### config.mk
export PLATFORM = sky130hd
export DESIGN_NAME = boot_loader_ctrl
export DESIGN_NICKNAME = d
export VERILOG_FILES = /design/src/rtl/boot_pkg.sv /design/src/rtl/boot_uart_rx.sv /design/src/rtl/boot_loader_ctrl.sv
export SDC_FILE = /design/constraint.sdc
export NUM_CORES = 1
export LEC_CHECK = 0
export BUFFER_PORTS_ARGS = -buffer_cell sky130_fd_sc_hd__buf_4
export CAP_MARGIN = 0
export CORE_MARGIN = 2
export CORE_UTILIZATION = 29
export CTS_CLUSTER_SIZE = 28
export DETAILED_ROUTE_END_ITERATION = 7
export PLACE_DENSITY_LB_ADDON = 0.15
export SLEW_MARGIN = 20
export SYNTH_ARGS = -nofsm -noshare
export SYNTH_HDL_FRONTEND = slang
export SYNTH_HIERARCHICAL = 1
export SYNTH_SLANG_ARGS = --single-unit
export TNS_END_PERCENT = 30
### constraint.sdc
create_clock -name clk -period 2.3 [get_ports clk]
set_input_delay 0.23 -clock clk [delete_from_list [all_inputs] [get_ports clk]]
set_output_delay 0.23 -clock clk [all_outputs]
set_load 0.03 [all_outputs]
### src/rtl/boot_pkg.sv
// Shared types and default constants for the serial boot loader.
package boot_pkg;

  typedef enum logic [2:0] {
    IDLE,
    LOAD,
    READY,
    RUN,
    ERR
  } boot_state_t;

  typedef enum logic [2:0] {
    RX_IDLE,
    RX_START,
    RX_DATA,
    RX_PAR,
    RX_STOP
  } rx_phase_t;

  localparam int unsigned DEF_DBIT       = 8;
  localparam int unsigned DEF_BIT_CLKS   = 16;
  localparam int unsigned DEF_PROG_BYTES = 20;
  localparam int unsigned FRAME_BITS     = DEF_DBIT + 3;

endpackage

### src/rtl/boot_uart_rx.sv
// Frame deserializer: start, DBIT data LSB-first, parity, stop.
// Parity checking only when BOOT_PARITY_EN is defined; frame length is the same either way.
module boot_uart_rx
  import boot_pkg::*;
#(
  parameter int unsigned DBIT     = DEF_DBIT,
  parameter int unsigned BIT_CLKS = DEF_BIT_CLKS
) (
  input  logic            clk,
  input  logic            reset_n,
  input  logic            rx,
  output logic            byte_valid,
  output logic [DBIT-1:0] byte_data,
  output logic            par_err,
  output logic            frm_err,
  output logic            rx_busy,
  output logic            start_ok
);

  localparam int unsigned CW = $clog2(BIT_CLKS);
  localparam int unsigned BW = $clog2(DBIT);
  localparam logic [CW-1:0] HALF_CNT = CW'(BIT_CLKS / 2 - 1);
  localparam logic [CW-1:0] FULL_CNT = CW'(BIT_CLKS - 1);
  localparam logic [BW-1:0] LAST_BIT = BW'(DBIT - 1);

  logic            r_rx_s1, r_rx_s2, r_rx_s3;
  rx_phase_t       r_phase;
  logic [CW-1:0]   r_cnt;
  logic [BW-1:0]   r_bit;
  logic [DBIT-1:0] r_shift;
  logic            r_valid, r_frm_err, r_start_ok;
`ifdef BOOT_PARITY_EN
  logic            r_par, r_par_err;
  assign par_err = r_par_err;
`else
  assign par_err = 1'b0;
`endif

  assign byte_valid = r_valid;
  assign byte_data  = r_shift;
  assign frm_err    = r_frm_err;
  assign start_ok   = r_start_ok;
  assign rx_busy    = (r_phase != RX_IDLE);

  always_ff @(posedge clk or negedge reset_n) begin
    if (!reset_n) begin
      r_rx_s1    <= 1'b1;
      r_rx_s2    <= 1'b1;
      r_rx_s3    <= 1'b1;
      r_phase    <= RX_IDLE;
      r_cnt      <= '0;
      r_bit      <= '0;
      r_shift    <= '0;
      r_valid    <= 1'b0;
      r_frm_err  <= 1'b0;
      r_start_ok <= 1'b0;
`ifdef BOOT_PARITY_EN
      r_par      <= 1'b0;
      r_par_err  <= 1'b0;
`endif
    end else begin
      r_rx_s1    <= rx;
      r_rx_s2    <= r_rx_s1;
      r_rx_s3    <= r_rx_s2;
      r_valid    <= 1'b0;
      r_start_ok <= 1'b0;
      case (r_phase)
        RX_IDLE: begin
          if (r_rx_s3 && !r_rx_s2) begin
            r_phase <= RX_START;
            r_cnt   <= '0;
          end
        end
        RX_START: begin
          if (r_cnt == HALF_CNT) begin
            r_cnt <= '0;
            // Start bit high again at mid-bit: treat as a glitch.
            if (r_rx_s2) begin
              r_phase <= RX_IDLE;
            end else begin
              r_phase    <= RX_DATA;
              r_bit      <= '0;
              r_start_ok <= 1'b1;
            end
          end else begin
            r_cnt <= r_cnt + 1'b1;
          end
        end
        RX_DATA: begin
          if (r_cnt == FULL_CNT) begin
            r_cnt   <= '0;
            r_shift <= {r_rx_s2, r_shift[DBIT-1:1]};
            if (r_bit == LAST_BIT) r_phase <= RX_PAR;
            else                   r_bit   <= r_bit + 1'b1;
          end else begin
            r_cnt <= r_cnt + 1'b1;
          end
        end
        RX_PAR: begin
          if (r_cnt == FULL_CNT) begin
            r_cnt   <= '0;
            r_phase <= RX_STOP;
`ifdef BOOT_PARITY_EN
            r_par   <= r_rx_s2;
`endif
          end else begin
            r_cnt <= r_cnt + 1'b1;
          end
        end
        RX_STOP: begin
          if (r_cnt == FULL_CNT) begin
            r_cnt     <= '0;
            r_phase   <= RX_IDLE;
            r_valid   <= 1'b1;
            r_frm_err <= !r_rx_s2;
`ifdef BOOT_PARITY_EN
            r_par_err <= (r_par != ^r_shift);
`endif
          end else begin
            r_cnt <= r_cnt + 1'b1;
          end
        end
        default: r_phase <= RX_IDLE;
      endcase
    end
  end

endmodule

### src/rtl/boot_loader_ctrl.sv
// Boot loader: packs received bytes into 32-bit words, writes imem, releases the CPU on startbut.
// Optional parity checking via BOOT_PARITY_EN (in boot_uart_rx).
module boot_loader_ctrl
  import boot_pkg::*;
#(
  parameter int unsigned DBIT       = DEF_DBIT,
  parameter int unsigned BIT_CLKS   = DEF_BIT_CLKS,
  parameter int unsigned PROG_BYTES = DEF_PROG_BYTES,
  parameter int unsigned ADDR_W     = 8
) (
  input  logic              clk,
  input  logic              reset_n,
  input  logic              rx,
  input  logic              startbut,
  output logic              imem_we,
  output logic [ADDR_W-1:0] imem_addr,
  output logic [31:0]       imem_wdata,
  output logic              cpu_hold,
  output logic              busy,
  output logic              done,
  output logic              err
);

  localparam int unsigned CNT_W = $clog2(PROG_BYTES + 1);
  localparam logic [CNT_W-1:0] LAST_BYTE = CNT_W'(PROG_BYTES - 1);

  logic            w_rx_valid, w_par_err, w_frm_err, w_rx_busy, w_start_ok;
  logic [DBIT-1:0] w_rx_data;
  logic [7:0]      w_byte;
  logic [31:0]     w_word_nx;
  logic            w_sb_rise;

  boot_state_t       r_state;
  logic              r_sb_s1, r_sb_s2, r_sb_s3;
  logic [CNT_W-1:0]  r_cnt;
  logic [1:0]        r_lane;
  logic [31:0]       r_word;
  logic              r_we, r_hold, r_done, r_err;
  logic [ADDR_W-1:0] r_addr;
  logic [31:0]       r_wdata;

  boot_uart_rx #(
    .DBIT     (DBIT),
    .BIT_CLKS (BIT_CLKS)
  ) u_rx (
    .clk        (clk),
    .reset_n    (reset_n),
    .rx         (rx),
    .byte_valid (w_rx_valid),
    .byte_data  (w_rx_data),
    .par_err    (w_par_err),
    .frm_err    (w_frm_err),
    .rx_busy    (w_rx_busy),
    .start_ok   (w_start_ok)
  );

  assign w_sb_rise = r_sb_s2 && !r_sb_s3;
  assign w_byte    = 8'(w_rx_data);
  // Lane 0 starts a fresh word, so a short final word is zero-padded.
  assign w_word_nx = ((r_lane == 2'd0) ? 32'h0 : r_word) | (32'(w_byte) << {r_lane, 3'b000});

  assign imem_we    = r_we;
  assign imem_addr  = r_addr;
  assign imem_wdata = r_wdata;
  assign cpu_hold   = r_hold;
  assign done       = r_done;
  assign err        = r_err;
  assign busy       = (r_state == LOAD) || (w_rx_busy && (r_state != ERR));

  always_ff @(posedge clk or negedge reset_n) begin
    if (!reset_n) begin
      r_state <= IDLE;
      r_sb_s1 <= 1'b0;
      r_sb_s2 <= 1'b0;
      r_sb_s3 <= 1'b0;
      r_cnt   <= '0;
      r_lane  <= '0;
      r_word  <= '0;
      r_we    <= 1'b0;
      r_addr  <= '0;
      r_wdata <= '0;
      r_hold  <= 1'b1;
      r_done  <= 1'b0;
      r_err   <= 1'b0;
    end else begin
      r_sb_s1 <= startbut;
      r_sb_s2 <= r_sb_s1;
      r_sb_s3 <= r_sb_s2;
      r_we    <= 1'b0;
      if (r_we) r_addr <= r_addr + 1'b1;
      case (r_state)
        // A confirmed start bit (not a bare falling edge) opens the load, so glitches stay idle.
        IDLE: if (w_start_ok) r_state <= LOAD;
        LOAD: begin
          if (w_rx_valid) begin
            if (w_par_err || w_frm_err) begin
              r_state <= ERR;
              r_err   <= 1'b1;
            end else begin
              r_word <= w_word_nx;
              r_lane <= r_lane + 1'b1;
              r_cnt  <= r_cnt + 1'b1;
              if (r_lane == 2'd3 || r_cnt == LAST_BYTE) begin
                r_we    <= 1'b1;
                r_wdata <= w_word_nx;
              end
              if (r_cnt == LAST_BYTE) begin
                r_state <= READY;
                r_done  <= 1'b1;
              end
            end
          end
        end
        READY: begin
          if (w_sb_rise) begin
            r_state <= RUN;
            r_hold  <= 1'b0;
          end
        end
        RUN, ERR: ;
        default: r_state <= IDLE;
      endcase
    end
  end

endmodule

==> metrics list, run 1 <==
* Run status: finished clean
- Setup repair after global routing missed its margin: false
- Clock tree root buffer cell: clkbuf_16
- Clock skew after layout: 6.44 ps
* Number of logic stages on the critical path including buffering: 5
- Syn_nets: 445
- Once routing completed, OpenROAD measured the worst setup slack at 208 ps.
- Transition time at the pin with the least slew margin: 660 ps
- Worst ir drop on vdd: 470 µV
* Cell family with the largest share of critical-path delay: simple AND/OR/NAND/NOR gates
* Core area: 0.0165 mm²
- In the routed design, unresolved DRC markers number 0.
- Area growth, synth to finish: 25.7%
- Largest buffer count on any clock path: 2
- Global routing used 13.2% of the available tracks.
- Measured in cells, the most critical reg-to-reg path has a length of 6.
- Share of layout cells above drive strength 1: 24.0%
* Post-place setup slack: 492 ps
- Leftover overflow at the end of global routing: 0
- Cell area after layout: 0.00616 mm²
- Routing usage on met1: 17.5%
- The pre-antenna-repair detailed-routing pass consisted of 6 iterations.
* Die ar.: 0.0180 mm²
- In this run, CTS created clock tree buffers numbering 17.
- After detailed routing, the average wire length per cell comes to 15.0 µm.
- Area of the mapped netlist: 0.00490 mm²
- Number of nets at the end of the flow: 498
* Most frequent cell on the critical path: nand2_1
* Count of cells along the worst hold path: 0
* Critical Path, Cell by Cell: nor2_1 > nand2_1 > o21ai_0 > nand2_1 > buf_4
* R2r endpoint: imem_wdata[14]
- Clk Latency, worst-skew pair: 410 ps
* Count of routing violations after the opening detailed-route iteration: 162
* Min Tclk post-route: 2090 ps
- TritonCTS built the clock tree.
- After legalization and detailed placement, the total HPWL measured 6940 µm.
- The placed instances occupy a cell area of 0.00550 mm².
- The final-report hold violation count was 0.
- Measured along the y axis, the die boundary spans 134 µm.
* Final wirelength: 10800 µm
- Number of enable-type register cells in the synthesized netlist: 0
- Sequential elements use 57.8% of the synthesized area.
* Via count: 3331
* Quantity of gates resized following cts: 0
* Reg-to-reg slack, setup: 500 ps
- The floorplan has 47 rows.
- Post-route setup TNS: 0 ps
- CTS Sinks: 113
- STA classifies the critical path endpoint as an output pin.
- Number of failing setup endpoints in the final timing report: 0
- STA classifies the critical path startpoint as a flop.
- Once placement completed, the tool counted placed cells totaling 685.
* Maximum clock frequency: 0.478 GHz
* Number of antenna violations at the first check in global routing: 0
- CTS HTree Levels: 4
- For this run, the leading register cell type out of synthesis is dfrtp_1.
- Dividing the synthesized area by the synthesized cell count gives 11.3 µm².
- The critical path in this run is classified as flop to output pin.
* Maximum number of pins on one net before global-route repair: 66
* Die width: 134 µm
* Post-CTS Hold Buffers: 3
* Pwr dens: 812 mW/mm²
* Synthesized instance count: 434
- Final Util: 37.3%
* Data arrival time of the critical path: 1860 ps
* First-pass GRT wire length: 18200 µm
* Non-filler instance count after layout: 720
- The number of setup buffers added after CTS is 0.
* Part of the cycle the worst path needs: 91.0%
- Antenna-violating nets left: 0
* Placer congestion estimate: 0.723
- Worst-path cell with the longest stage delay: dfrtp_1
* Met3 usage: 3.63%
- Number of buffers added on ports: 48
* Clock transition time at the flip-flop clock pins of the worst setup and hold paths: 50 ps
- Max-cap violations: 0
* Worst rel slew slack: 55.8%
- The number of different library cells used by synthesis comes to 44.
- N_diodes: 0
- CP Data Required Time: 2070 ps
- Beginning of the worst register-to-register path: r_lane[1]
- I/O pins: 49
* Max incr delay on CP: 470 ps
- The Yosys step of the flow raised 6 warnings.
- Starting utilization of the core area: 29.7%
- After synthesis the netlist holds a flip-flop and latch count of 113.
* Vias in the first global route: 3365
- In this run the worst hold path is classified as flop to flop.
- Count of final max-slew check failures: 0
* Post-synthesis async set-or-reset flop share: 100%
* Via count normalized by instance count: 4.63
- Grt met2 use: 20.0%
- Critical path capture point: busy
* Worst setup startpoint: u_rx/r_phase[1]
* GRT busiest layer: met2
- Summed over all cells, the static leakage comes to 0.00296 µW.
- Worst-path fanout max: 9
* Buf+Inv Stages, Crit Path: 1
-- stage by stage --
step	total power (µW)	hold WS [ps]
floorplan	2140	-65.6
global placement	2200	302
detailed placement	2200	306
CTS	5090	358
global route	5220	364
finish	5000	356
-- sequential cells by signal, summed over array words and instances (netlist names), 2 cells and up --
signal / flops
imem_addr: 8
imem_wdata: 32
r_cnt: 5
r_lane: 2
r_state: 3
r_word: 32
u_rx/byte_data: 8
u_rx/r_bit: 3
u_rx/r_cnt: 4
u_rx/r_phase: 3
-- layer usage --
| metal | vias to the layer above | wire length, µm |
|---|---|---|
| li1 | 1626 | - |
| met1 | 1639 | 5310 |
| met2 | 51 | 4900 |
| met3 | 15 | 387 |
| met4 | 0 | 193 |
| met5 | - | 0 |
-- cells in the mapped netlist, types with 2 or more instances --
library cell,number,area share (%)
a21o_1,3,0.46
a21oi_1,35,3.6
a22o_1,34,6.1
a22o_2,2,0.41
and3_1,3,0.38
buf_1,8,0.61
buf_2,6,0.61
buf_4,2,0.31
buf_6,5,1.1
clkbuf_1,4,0.31
dfrtp_1,109,56
dfstp_2,4,2.1
ha_1,7,1.8
inv_1,7,0.54
mux2_2,13,3.0
mux2i_1,2,0.41
nand2_1,47,3.6
nand2b_1,5,0.64
nand3_1,6,0.61
nand3_2,2,0.41
nand4_1,5,0.64
nor2_1,17,1.3
nor2b_1,33,4.2
nor3_4,5,1.7
o211ai_1,2,0.31
o21ai_0,39,4.0
xnor2_1,10,1.8
xor2_1,3,0.54
-- how the worst min path moves through the flow --
stage,startpoint,end,slack [ps]
after CTS,u_rx/r_rx_s1,u_rx/r_rx_s2,360
after floorplan,reset_n,done,-70
after global placement,reset_n,imem_wdata[5],300
after global routing,u_rx/r_rx_s1,u_rx/r_rx_s2,360
final,r_sb_s1,r_sb_s2,360
after detailed placement,reset_n,r_word[3],310
-- report_power, final --
group	switching [µW]	internal [µW]	leakage (µW)
logic	78.8	48.1	0.00111
clock network	893	1940	0.000307
registers	25.3	2020	0.00154
-- layout by cell type (no fill, tap or decap), types with 2 or more instances in the layout --
cell,n
dfrtp_1,109
buf_4,55
nand2_1,47
o21ai_0,39
a21oi_1,35
a22o_1,34
nor2b_1,33
nor2_1,17
clkbuf_16,17
mux2_2,13
xnor2_1,10
inv_1,7
ha_1,7
nand3_1,6
nor3_4,5
nand2b_1,5
nand4_1,5
bufinv_16,5
clkinv_2,4
dfstp_2,4
and3_1,3
a21o_1,3
xor2_1,3
clkbuf_1,3
dlygate4sd3_1,3
nand3_2,2
o211ai_1,2
clkinvlp_4,2
buf_12,2
mux2i_1,2
a22o_2,2
-- kinds of logic (layout without fill, tap and decap cells) --
family	count (synthesis)	after routing	share of synthesized area, %
AOI/OAI and AO/OA	121	121	15.9
xor gates and xnor gates	13	13	2.32
adders and majority gates	7	7	1.79
buffers and inverters	33	99	3.62
DFF	113	113	57.8
muxes	16	16	3.70
other	1	1	0.0765
and+or+nand+nor	130	130	14.9
-- cell type report --
class | count | area, µm²
Clock buffer | 21 | 450
Sequential cell | 113 | 2830
Fill cell | 1606 | 10400
Timing Repair Buffer | 60 | 483
Inverter | 7 | 26.3
Tap cell | 220 | 275
Clock inverter | 11 | 185
Multi-Input combinational cell | 288 | 1910
Note: power is estimated with default switching activity, not from simulation.
==> inputs of run 2 (changes only) <==
CORE_MARGIN = default   (was 2)
REMOVE_ABC_BUFFERS = 1   (was default)
==> run 2 against run 1 <==
Clock skew is 2.9 ps higher. Critical path depth stayed put. Count of clock-buffer cells in the layout is 5 higher. Global-route usage is 0.11 points higher. Via count is 0.12% lower. Hold slack worse by 50 ps. Core utilization is 0.42 points lower. Setup slack better by 130 ps. Register-to-register slack worse by 110 ps. Highest routed layer unchanged.
==> metrics list, run 2 (synthesis gave the netlist of run 1 again) <==
- The worst path setup slack after routing was 337 ps (+130 ps).
- The final routed DRC violation total is 0 (unchanged).
* Die ar.: 0.0174 mm² (-3.0%)
* Final Util: 36.9% (-0.42 points)
- Transition time at the pin with the least slew margin: 638 ps (-22.4 ps)
- The number of rows in the core area came to 47 (unchanged).
- Worst setup EP type: output pin
- The area growth from synthesis to layout is 24.3%.
* Beginning of the worst register-to-register path: r_lane[0]
- Detailed Routing Iterations Pass 1: 4 (-2)
- Top layer in use: met4
* Starting utilization of the core area: 29.7% (unchanged)
- Path class of the lowest-slack min-delay path: input port to asynchronous set/reset pin
* Part of the cycle the worst path needs: 85.3% (-5.6 points)
- Number of antenna violations at the first check in global routing: 0 (unchanged)
- Maximum number of pins on one net before global-route repair: 66 (unchanged)
- The tree is rooted in a clkbuf_16.
* First-pass GRT wire length: 17800 µm (-2.0%)
* CTS Buf Count: 17 (unchanged)
- The total congestion overflow after global routing is 0 (unchanged).
* Worst-case reg-to-reg path depth: 5 (-1)
- Final wirelength: 10400 µm (-3.6%)
- The latest clock arrival within the worst-skew pair is 420 ps (about the same).
- Critical Path, Cell by Cell: nor2_2 > nand2_1 > o21ai_0 > nand2_1 > buf_4
* TritonCTS clock tree: done
- Setup repair after global routing left no endpoint under its margin.
- The cell that appears most often on the critical path is nand2_1.
- The placement-stage cell area was 0.00549 mm² (-0.14%).
- CTS HTree Levels: 4 (unchanged)
- The fmax is 0.509 GHz (+6.6%).
- Worst-path fanout max: 9 (unchanged)
- The cell area after layout is 0.00609 mm² (-1.1%).
* Post-place setup slack: 403 ps (-89.2 ps)
* CP Data Required Time: 2070 ps (about the same)
* Post-detailed-placement half-perimeter wirelength: 6730 µm (-3.0%)
* Category of the most critical setup path: flop to output pin
* Share of layout cells above drive strength 1: 23.4% (-0.55 points)
- Among all stages on the critical path, the largest delay is contributed by dfrtp_1.
- The total chip power is 4710 µW (-5.7%).
* Vias in the first global route: 3379 (+0.42%)
- The number of buffers on the longest clock path is 2 (unchanged).
* Endpoints failing hold: 0 (unchanged)
- The worst-case clock skew came to 9.38 ps (+2.94 ps).
- Leaving out fill and tap cells, the most frequent cell in the layout is dfrtp_1.
- The clock edge transition at the registers on the reported setup and hold paths is 50 ps (about the same).
* Core area: 0.0165 mm² (unchanged)
- Worst setup startpoint: u_rx/r_phase[1]
- The critical path data arrival time was 1730 ps (-130 ps).
* Count of routing violations after the opening detailed-route iteration: 150 (-7.4%)
- The number of vias per cell after detailed routing came to 4.63 (about the same).
- Worst rel slew slack: 57.3% (+1.5 points)
- The number of nets in the final layout came to 497 (-0.20%).
- Min Tclk post-route: 1960 ps (-130 ps)
- Total met2 wirelength after detailed routing: 4760 µm (-2.9%)
- Total global-route track usage: 13.3% (+0.11 points)
* Die width: 132 µm (-1.5%)
- The met1 wire length came to 5070 µm (-4.5%).
- Average wire per standard cell: 14.5 µm (-3.5%)
* Startpoint type of the worst setup path: flop
* Standby leakage power: 0.00293 µW (-1.1%)
- The count of inserted antenna diode cells came to 0 (unchanged).
* Leading cell types in the layout, fill and taps excluded: dfrtp_1 (109), buf_4 (54), nand2_1 (47)
- Pwr dens: 774 mW/mm² (-4.7%)
- R2r endpoint: r_word[11]
- Met3 Wirelength: 400 µm (+3.4%)
- The flow ran to the end, and the final reports show no timing, DRC or antenna violations.
- The overall via count from detail_route is 3327 (-0.12%).
- The die height is 132 µm (-1.5%).
- Max incr delay on CP: 470 ps (about the same)
- Count of final max-slew check failures: 0 (unchanged)
- The count of endpoints failing setup in the final report is 0 (unchanged).
* Worst ir drop on vdd: 509 µV (+8.4%)
- Max-cap violations: 0 (unchanged)
- Reg-to-reg slack, setup: 390 ps (-110 ps)
- Post-route setup TNS: 0 ps (unchanged)
- The post-detailed-route count of antenna-violating nets is 0 (unchanged).
- I/O pins: 49 (unchanged)
- Placer congestion estimate: 0.692 (-4.2%)
- The count of input and output buffers is 48 (unchanged).
* CTS Sinks: 113 (unchanged)
## run 2: cell count changes in the layout (fill, tap and decap cells not counted), sizes merged
cell      previous run  this run
clkbuf              21        26
clkinv               4         3
buf                 57        56
bufinv               5         2
clkinvlp             2         1
## run 2: layout make-up
| cell class | count | area, µm² |
|---|---|---|
| fillers | 1651 | 10400 |
| flip-flops and latches | 113 | 2830 |
| multi-input cells | 288 | 1910 |
| clock buffers | 26 | 489 |
| repair buffers | 59 | 475 |
| well taps | 220 | 275 |
| clock inverters | 6 | 82.6 |
| inverters | 7 | 26.3 |
## run 2: through the flow
step / std cells / hold slack, ps
3_5_place_dp: 684 / 215
2_1_floorplan: 408 / -65.6
5_1_grt: 719 / 337
3_3_place_gp: 684 / 207
4_1_cts: 719 / 315
6_report: 719 / 306
## run 2: worst max-delay path: cells and delay by family, from the launching register on
family | cells | cell delay, ps
AND/OR/NAND/NOR | 3 | 490
flip-flops | 1 | 470
AO/OA/AOI/OAI | 1 | 190
buffers and inverters | 1 | 170
## run 2: timing repair
action,CTS,global route
setup endpoints to repair,0,1
gates resized for setup,0,1
hold endpoints to repair,33,0
hold buffers,3,0
buffers inserted,0,0
## run 2: report_power, final
part | switching [µW] | internal, µW
combinational | 79.2 | 50.2
clock | 870 | 1670
sequential | 25.9 | 2020
## run 2: layer usage
metal  vias to the layer above  GRT usage [%]
li1                       1623              -
met1                      1631           17.5
met2                        60           19.8
met3                        13           4.46
met4                         0           5.94
met5                         -              0
## run 2: worst max path at each step
stage / slack [ps] / endpoint / cells past startpoint
global placement: 470 / r_word[8] / 5
detailed placement: 400 / r_word[18] / 5
floorplan: -1150 / imem_wdata[0] / 4
finish: 340 / busy / 5
CTS: 190 / busy / 5
global route: 150 / busy / 5
==> inputs of run 3 (changes only) <==
ABC_AREA = 1   (was default)
==> run 3 against run 2 <==
Count of clock-buffer cells in the layout fell by 1. Highest routed layer unchanged. Non-clock buffer count fell by 1. Largest cell class unchanged. Global-route usage fell by 0.11 points. Sequential cell count did not move. Combinational power rose to 4.6 times the previous value. Die area rose by 5.2%. Critical path type is now flop to flop. Sequential power rose by 6%. Clock power fell by 2%.
==> metrics list, run 3 <==
* Number of antenna violations at the first check in global routing: 0 (unchanged)
* Clk Latency, worst-skew pair: 410 ps (about the same)
- The global placement routability congestion is 0.744 (+7.5%).
- Dominant register cell in the synthesized netlist: dfrtp_1
- Flop and latch count out of synthesis: 113 (unchanged)
- Number of buffers added on ports: 48 (unchanged)
- The horizontal extent of the die was 135 µm (+2.6%).
- The final-report hold violation count was 0 (unchanged).
* DR DRC count: 0 (unchanged)
- Vias in the first global route: 3815 (+13%)
* Category of the most critical setup path: flop to flop
* Leftover overflow at the end of global routing: 0 (unchanged)
- Post-detailed-placement half-perimeter wirelength: 7010 µm (+4.2%)
- The worst hold path passes through 0 cells.
* Transition time at the pin with the least slew margin: 619 ps (-19.1 ps)
- CTS HTree Levels: 4 (unchanged)
- The minimum hold slack is 351 ps (+45.5 ps).
* Total global-route track usage: 13.2% (-0.11 points)
- Number of enable-type register cells in the synthesized netlist: 0 (unchanged)
- CP Data Required Time: 2630 ps (+560 ps)
* R2r endpoint: r_word[9]
* Syn avg cell area: 8.90 µm² (-21%)
* Sequential element share of the synthesized area: 54.9% (-2.9 points)
- Overall power after layout: 5240 µW (+11%)
* Standby leakage power: 0.00318 µW (+8.7%)
- The utilization after layout came to 36.1% (-0.78 points).
- The library cells used most frequently in the layout, excluding fill and tap cells, are nand2_1 (198), dfrtp_1 (109), inv_1 (64).
* Most frequent cell after synthesis: nand2_1
- Count of final max-slew check failures: 0 (unchanged)
- The shortest period the worst path allows came to 1750 ps (-213 ps).
- The summed negative setup slack over all endpoints came to 0 ps (unchanged).
- N_diodes: 0 (unchanged)
- Synthesized instance count: 580 (+34%)
- The worst setup path is captured at a flop.
- End of the worst hold path: r_sb_s2
* Run status: finished clean
* TritonCTS clock tree: done
- The detailed-routing iteration count for the pre-antenna-repair pass was 4 (unchanged).
- Quantity of gates resized following cts: 0 (unchanged)
- The startpoint identified for the worst register-to-register timing path is r_lane[0].
- Via count: 3863 (+16%)
- Critical Path, Cell by Cell: inv_2 > ha_1 > buf_4 > o22ai_1 > nand2_1 > o21ai_1
- The cell count of the worst reg-to-reg path came to 6 (+1).
- Max incr delay on CP: 560 ps (+90 ps)
- The total die area came to 0.0183 mm² (+5.2%).
- The commonest cells after synthesis are nand2_1 (198), dfrtp_1 (109), inv_1 (64).
* Clock skew after layout: 10.6 ps (+1.20 ps)
- Max-cap violations: 0 (unchanged)
- Launch point of the worst hold path: r_sb_s1
* CTS Sinks: 113 (unchanged)
- Core area: 0.0174 mm² (+5.0%)
- Count of routing violations after the opening detailed-route iteration: 276 (+84%)
- Area of the mapped netlist: 0.00516 mm² (+5.3%)
- Starting utilization of the core area: 29.7% (+0.063 points)
- Part of the cycle the worst path needs: 76.1% (-9.3 points)
- The clock edge transition at the registers on the reported setup and hold paths is 50 ps (about the same).
- Final wirelength: 10800 µm (+4.1%)
- Die Y-Extent: 135 µm (+2.6%)
- The number of ports placed on the die boundary came to 49 (unchanged).
- The fraction of post-synthesis cell area in the top cell type by area was 52.9% (-2.8 points).
- Fillers: 1743 (+5.6%)
- The min-delay analysis places its worst path in the category flop to flop.
- CTS Buf Count: 17 (unchanged)
- The critical path data arrival time was 2080 ps (+350 ps).
* Leading cell type in the layout, fill and taps excluded: nand2_1
* Cell variety after synth: 38 (-14%)
* Via count normalized by instance count: 4.45 (-3.8%)
- The post-detailed-route count of antenna-violating nets is 0 (unchanged).
- Number of failing setup endpoints in the final timing report: 0 (unchanged)
- Worst-path fanout max: 20 (+11)
- Number of placement rows: 48 (+2.1%)
- STA classifies the critical path startpoint as a flop.
- Largest buffer count on any clock path: 2 (unchanged)
- Pwr dens: 836 mW/mm² (+8.0%)
- Worst ir drop on vdd: 517 µV (+1.5%)
- Clock tree root buffer cell: clkbuf_16
* Setup repair after global routing missed its margin: false
* First-pass GRT wire length: 18800 µm (+5.3%)
- The worst setup slack for register-to-register paths was 550 ps (+160 ps).
- Worst rel slew slack: 58.8% (+1.4 points)
* Worst-path cell with the longest stage delay: dfrtp_1
* Maximum number of pins on one net before global-route repair: 114 (+73%)
* Area growth, synth to finish: 21.4%
- The share of final-layout standard cells stronger than drive strength 1 is 18.0% (-5.4 points).
- Top cell type by total area after synthesis: dfrtp_1
- Number of nets at the end of the flow: 643 (+29%)
- By area the synthesized netlist is led by dfrtp_1 (53%), nand2_1 (14%), inv_1 (4.7%).
* Average wire per standard cell: 12.5 µm (-14%)
* Post-synthesis async set-or-reset flop share: 100% (unchanged)
- Maximum clock frequency: 0.572 GHz (+12%)
* Yosys warning total: 6 (unchanged)
[run 3: changes by cell type after synthesis, moves of 12 or more]
| cell | change |
|---|---|
| o22ai_1 | +32 |
| o21ai_0 | -28 |
| a22o_1 | -34 |
| a21oi_1 | -34 |
| inv_1 | +57 |
| mux2_2 | -12 |
| nor2b_1 | -33 |
| nand2_1 | +151 |
| o21ai_1 | +37 |
[run 3: layout make-up]
class                   count  area [µm²]  area share, %
multi-input cells         372        1870           29.8
repair buffers             58         455           7.27
well taps                 225         282           4.49
inverters                  70         268           4.27
flip-flops and latches    113        2830           45.2
clock buffers              25         505           8.07
clock inverters             5        52.6          0.839
[run 3: worst max-delay path by stage]
stage | startpoint | to | cells past startpoint
after floorplan | r_lane[1] | r_word[20] | 5
after global placement | r_lane[0] | r_word[9] | 6
after detailed placement | r_lane[1] | imem_wdata[27] | 7
after CTS | r_lane[1] | imem_wdata[26] | 7
after global routing | r_cnt[0] | imem_wdata[25] | 7
final | r_lane[0] | r_word[9] | 6
[run 3: worst max-delay path: cells and delay by family, from the launching register on]
family	cells	cell delay, ps
AOI/OAI and AO/OA	2	380
adders and majority gates	1	250
buffers and inverters	2	390
DFF	1	560
and+or+nand+nor	1	80
[run 3: cell families (layout without fill, tap and decap cells)]
kind of cell / after synthesis / in the layout / share of synthesized area (%)
AND/OR/NAND/NOR: 259 / 259 / 21.7
flip-flops: 113 / 113 / 54.9
buffers and inverters: 95 / 158 / 8.87
AO/OA/AOI/OAI: 91 / 91 / 10.4
XOR/XNOR: 13 / 13 / 2.21
adder cells (fa/ha/maj): 7 / 7 / 1.70
other: 1 / 1 / 0.0727
multiplexers: 1 / 1 / 0.218
[run 3: layer usage]
metal	wire length (µm)	GRT usage (%)
met3	430	4.04
met2	4880	19.9
met5	0	0
met1	5350	17.7
met4	166	5.12
[run 3: report_power, final]
part / internal, µW / switching [µW]
clock network: 1610 / 869
registers: 2070 / 94.1
logic: 189 / 404
total: 3870 / 1370
[run 3: what timing repair did]
action                                  4_1_cts  5_1_grt
hold buffers                                  3        0
buffers inserted                              0        0
endpoints found under the hold margin       111        0
endpoints found under the setup margin        0        0
[run 3: through the flow]
step / setup slack [ps] / instances / cell area, µm²
floorplan: 356 / 555 / 4970
global placement: 576 / 835 / 5680
detailed placement: 540 / 835 / 5680
CTS: 527 / 868 / 6260
global route: 391 / 868 / 6260
finish: 550 / 868 / 6260
